File: src/rtl/fifo_rd_stream.sv
// Bridges a non-showahead FIFO read port onto a valid/ready stream with packet framing.
// A 3-entry skid buffer absorbs the two-cycle read latency so full throughput survives backpressure.
module fifo_rd_stream #(
  parameter int DWIDTH  = 8,
  parameter int PKT_LEN = 4
) (
  input  logic              clk_i,
  input  logic              srst_i,
  input  logic              fifo_empty_i,
  input  logic [DWIDTH-1:0] fifo_q_i,
  output logic              fifo_rd_req_o,
  output logic [DWIDTH-1:0] src_data_o,
  output logic              src_valid_o,
  output logic              src_last_o,
  input  logic              src_ready_i,
  output logic [15:0]       pkt_cnt_o
);

  if (PKT_LEN < 1 || PKT_LEN > 65535) begin : g_bad_pkt_len
    $error("fifo_rd_stream: PKT_LEN must be in 1..65535");
  end

  localparam logic [15:0] LAST_BEAT = 16'(PKT_LEN - 1);
  localparam int          DEPTH     = 3;

  logic [DWIDTH-1:0] mem [DEPTH];
  logic [1:0]        wr_ptr;
  logic [1:0]        rd_ptr;
  logic [1:0]        occ;
  logic              infl;
  logic [15:0]       beat;
  logic [15:0]       pkt_cnt;
  logic              push;
  logic              pop;

  function automatic logic [1:0] ptr_inc(input logic [1:0] p);
    return (p == 2'(DEPTH - 1)) ? 2'd0 : p + 2'd1;
  endfunction

  // A request is only issued when the slot it will land in is already
  // guaranteed free, counting the word still in flight from last cycle.
  assign fifo_rd_req_o = srst_i && !fifo_empty_i
                         && (({1'b0, occ} + {2'b00, infl}) < 3'(DEPTH));

  assign push        = infl;
  assign src_valid_o = (occ != 2'd0);
  assign pop         = src_valid_o && src_ready_i;
  assign src_data_o  = src_valid_o ? mem[rd_ptr] : '0;
  assign src_last_o  = src_valid_o && (beat == LAST_BEAT);
  assign pkt_cnt_o   = pkt_cnt;

  // NOTE: sequential state uses non-blocking assignments so every register
  // samples the pre-edge values of its neighbours, independent of statement order.
  always_ff @(posedge clk_i or negedge srst_i) begin
    if (!srst_i) begin
      occ     <= 2'd0;
      infl    <= 1'b0;
      wr_ptr  <= 2'd0;
      rd_ptr  <= 2'd0;
      beat    <= 16'd0;
      pkt_cnt <= 16'd0;
    end else begin
      infl <= fifo_rd_req_o;
      occ  <= occ + {1'b0, push} - {1'b0, pop};
      if (push) wr_ptr <= ptr_inc(wr_ptr);
      if (pop) begin
        rd_ptr <= ptr_inc(rd_ptr);
        beat   <= (beat == LAST_BEAT) ? 16'd0 : beat + 16'd1;
        if (src_last_o) pkt_cnt <= pkt_cnt + 16'd1;
      end
    end
  end

  // NOTE: the storage array carries no reset; occupancy and pointers are reset,
  // and src_data_o is masked while empty, so stale contents are never visible.
  always_ff @(posedge clk_i) begin
    if (push) mem[wr_ptr] <= fifo_q_i;
  end

  a_no_overflow : assert property (@(posedge clk_i) disable iff (!srst_i)
    !(push && !pop && occ == 2'(DEPTH)));

endmodule

File: config.mk
export PLATFORM = sky130hd
export DESIGN_NAME = fifo_rd_stream
export DESIGN_NICKNAME = d
export VERILOG_FILES = /design/src/rtl/fifo_rd_stream.sv
export SDC_FILE = /design/constraint.sdc
export NUM_CORES = 1
export LEC_CHECK = 0
export BUFFER_PORTS_ARGS = -buffer_cell sky130_fd_sc_hd__buf_4
export CORE_ASPECT_RATIO = 0.9
export CORE_MARGIN = 4
export CORE_UTILIZATION = 44
export CTS_BUF_LIST = sky130_fd_sc_hd__clkbuf_8
export CTS_CLUSTER_SIZE = 8
export DETAILED_ROUTE_END_ITERATION = 12
export PLACE_DENSITY = 0.63
export SKIP_CTS_REPAIR_TIMING = 1
export SYNTH_ARGS = -nofsm -noshare
export SYNTH_HDL_FRONTEND = slang
export SYNTH_SLANG_ARGS = --single-unit
File: constraint.sdc
create_clock -name clk_i -period 2.6 [get_ports clk_i]
set_input_delay 0.39 -clock clk_i [delete_from_list [all_inputs] [get_ports clk_i]]
set_output_delay 0.39 -clock clk_i [all_outputs]
set_load 0.005 [all_outputs]
==> results.sh <==
export IMPL_die_h_um=84.1
export IMPL_io_buffers=38
export IMPL_synth_mux_area_share_pct=3.63
export IMPL_synth_fa_ha_area_share_pct=2.65
export IMPL_max_stage_delay_ns=0.51
export IMPL_cp_cell_sequence="ha_1 > ha_1 > a2111oi_0 > buf_4"
export IMPL_dp_hpwl_um=3500
export IMPL_dieArea_um2=7770
export IMPL_synth_cell_area_um2=2830
export IMPL_synth_xor_area_share_pct=9.29
export IMPL_ys_warnings_count=0
export IMPL_power_switching_w=0.000835
export IMPL_clk_latency_ns=0.33
export IMPL_fillers=554
export IMPL_setup_viol=0
export IMPL_grt_max_degree=40
export IMPL_final_antenna_net_count=0
export IMPL_overflow=0
export IMPL_synth_seq_cells=63
export IMPL_cts_root_buf="clkbuf_8"
export IMPL_fin_crit_sh_pct=89.7
export IMPL_syn_nets=248
export IMPL_via_count=1840
export IMPL_multiInputGateArea_um2=1070
export IMPL_max_slew_worst_pin_slew_ns=0.862
export IMPL_fmax_mhz=429
export IMPL_coreArea_um2=6180
export IMPL_antenna_found_initial=0
export IMPL_power_leakage_nw=1.54
export IMPL_pwr_share_clk_pct=24.8
export IMPL_route_detailed_drc=0
export IMPL_post_drt_wl_per_cell_um=13.3
export IMPL_tns_ns=0
export IMPL_synth_top_family_by_area="simple AND/OR/NAND/NOR gates"
export IMPL_rsz0062_at_grt="no"
export IMPL_final_nets=297
export IMPL_drive_gt1_share_pct=25.0
export IMPL_endpoint_kind="primary output"
export IMPL_power_total_w=0.00268
export IMPL_n_antenna_cell=0
export IMPL_drv_cap=0
export IMPL_clkTransAtPathRegs_ns=0.06
export IMPL_firstDrtPassIters=4
export IMPL_start_util_pct=45.7
export IMPL_hold_viol_final=0
export IMPL_required_ns=2.21
export IMPL_numCtsBuffers=9
export IMPL_power_density_nw_per_um2=793
export IMPL_die_w_um=92.5
export IMPL_worstPathArrival_ns=1.94
export IMPL_yosysUniqueCellTypes=37
export IMPL_peakVddDrop_uv=433
export IMPL_drt_total_wl_um=4950
export IMPL_yosys_area_share_simple_pct=19.2
export IMPL_hold_path_class="in2async"
export IMPL_maxSlewViolCount=0
export IMPL_critical_path_slowest_cell="a2111oi_0"
export IMPL_seq_area_um2=1700
export IMPL_synth_compound_area_share_pct=3.05
export IMPL_finalCriticalPeriod_ns=2.33
export IMPL_relSlewSlack_pct=42.3
export IMPL_finClkSkew_ns=0.00726
export IMPL_pwr_share_comb_pct=25.1
export IMPL_cp_start_kind="flip-flop"
export IMPL_ys_seq_area_share_pct=60.0
export IMPL_track_usage_pct=14.1
export IMPL_pwr_share_seq_pct=50.2
export IMPL_grt_pass1_vias=1786
export IMPL_gp_congestion=0.779
export IMPL_htreeDepth=3
export IMPL_syn_avg_cell_area_um2=12.3
export IMPL_crit_fanout=5
export IMPL_cts_buffer_depth=2
export IMPL_intPower_w=0.00185
export IMPL_cts_sinks=63
export IMPL_syn_inst=230
export IMPL_crit_type="reg2out"
export IMPL_status="complete, no violations"
export IMPL_drtIter0Drc=69
export IMPL_grt_pass1_wl_um=8360
export IMPL_fp_row_count=27
export IMPL_io_pins=39
export IMPL_viasPerCell=4.96
export IMPL_cts_tree="yes"
export IMPL_sw_frac_of_total_pct=31.1
export IMPL_cpMostUsedCell="ha_1"
export IMPL_area_delta_synth_final_pct=19.8
sequential cells by signal, summed over array words and instances, names as in the netlist:
| register | flops |
|---|---|
| mem | 24 |
| beat | 16 |
| pkt_cnt_o | 16 |
| occ | 2 |
| rd_ptr | 2 |
| wr_ptr | 2 |
| infl | 1 |
worst max-delay path: cells and delay by family, from the launching register on:
| family | cells | cell delay [ns] |
|---|---|---|
| fa+ha+maj | 2 | 0.48 |
| buf+inv | 1 | 0.20 |
| compound gates | 1 | 0.51 |
| flops | 1 | 0.43 |
placed cells by master (no fill, tap or decap), drive strengths merged, types with 3 or more instances in the layout:
cell / n
ha: 6
clkinv: 4
mux2i: 8
buf: 43
nand2: 19
dfrtp: 39
xor2: 16
xnor2: 14
nor3: 11
nor4: 8
nand3: 10
clkbuf: 9
o21ai: 3
a21oi: 8
nor2: 26
nand4: 9
edfxtp: 24
and3: 3
inv: 11
path summary, 6_finish.rpt:
kind | slack (ns) | cells after the start | to | startpoint
max | 0.27 | 4 | fifo_rd_req_o | occ[0]$_DFF_PN0_
min | 0.16 | 2 | pkt_cnt_o[12]$_DFFE_PN0P_ | srst_i
max reg2reg | 0.63 | 5 | pkt_cnt_o[1]$_DFFE_PN0P_ | beat[0]$_DFFE_PN0P_
min reg2reg | 0.47 | 1 | pkt_cnt_o[15]$_DFFE_PN0P_ | pkt_cnt_o[15]$_DFFE_PN0P_
max in group asynchronous | 2.10 | 2 | beat[2]$_DFFE_PN0P_ | srst_i
min in group clk_i | 0.24 | 2 | infl$_DFF_PN0_ | fifo_empty_i
metrics by stage:
step | hold slack (ns) | cell area [µm²] | setup slack (ns) | cells | util [%]
4_1_cts | 0.168 | 3390 | 0.218 | 371 | 54.8
3_3_place_gp | 0.458 | 3230 | 0.635 | 355 | 52.3
3_5_place_dp | 0.467 | 3230 | 0.606 | 355 | 52.3
6_report | 0.160 | 3390 | 0.267 | 371 | 54.8
2_1_floorplan | 0.0944 | 2830 | 0.789 | 230 | -
5_1_grt | 0.195 | 3390 | 0.0268 | 371 | 54.8
kinds of logic (layout without fill, tap and decap cells):
kind of cell,count (synthesis),in the layout
muxes,10,10
AOI/OAI and AO/OA,15,15
buffers and inverters,14,68
and+or+nand+nor,92,92
xor gates and xnor gates,30,30
DFF,63,63
adders and majority gates,6,6
power groups by stage:
stage / logic, W / registers (W) / clock network, W
floorplan: 0.000478 / 0.00127 / 0
global placement: 0.000681 / 0.00136 / 0
detailed placement: 0.000690 / 0.00137 / 0
CTS: 0.000692 / 0.00135 / 0.000697
global route: 0.000777 / 0.00137 / 0.000747
finish: 0.000673 / 0.00135 / 0.000665
Yosys cell counts, drive strengths merged:
master,number,area share [%]
nor3b,1,0.27
nor4,8,3.1
edfxtp,24,25
a21oi,8,1.4
ha,6,2.7
xnor2,14,4.3
a21o,2,0.53
and2,1,0.22
o21ai,3,0.53
nor2,26,3.5
xor2,16,5.0
mux2i,8,2.8
o211ai,1,0.27
nand4,9,2.5
nand2,19,2.5
dfrtp,39,35
buf,4,0.88
clkbuf,1,0.13
nor4b,1,0.84
nor3,11,3.0
mux2,2,0.80
or2b,1,0.27
and3,3,0.71
a2111oi,1,0.31
or2,1,0.22
nand3,10,1.8
and4,1,0.31
inv,9,1.2
cell type report:
| type | count | area share [%] |
|---|---|---|
| Sequential cell | 63 | 50.1 |
| Clock buffer | 9 | 3.66 |
| Inverter | 9 | 0.997 |
| Multi-Input combinational cell | 153 | 31.5 |
| Tap cell | 87 | 3.21 |
| Timing Repair Buffer | 43 | 9.53 |
| Clock inverter | 7 | 0.960 |
routing by layer:
| metal | GRT usage [%] | part of all wire [%] |
|---|---|---|
| met1 | 18.7 | 49 |
| met2 | 20.2 | 46 |
| met3 | 4.42 | 3.4 |
| met4 | 7.83 | 2.2 |
| met5 | 0 | 0 |
(Power assumes the default switching activity.)
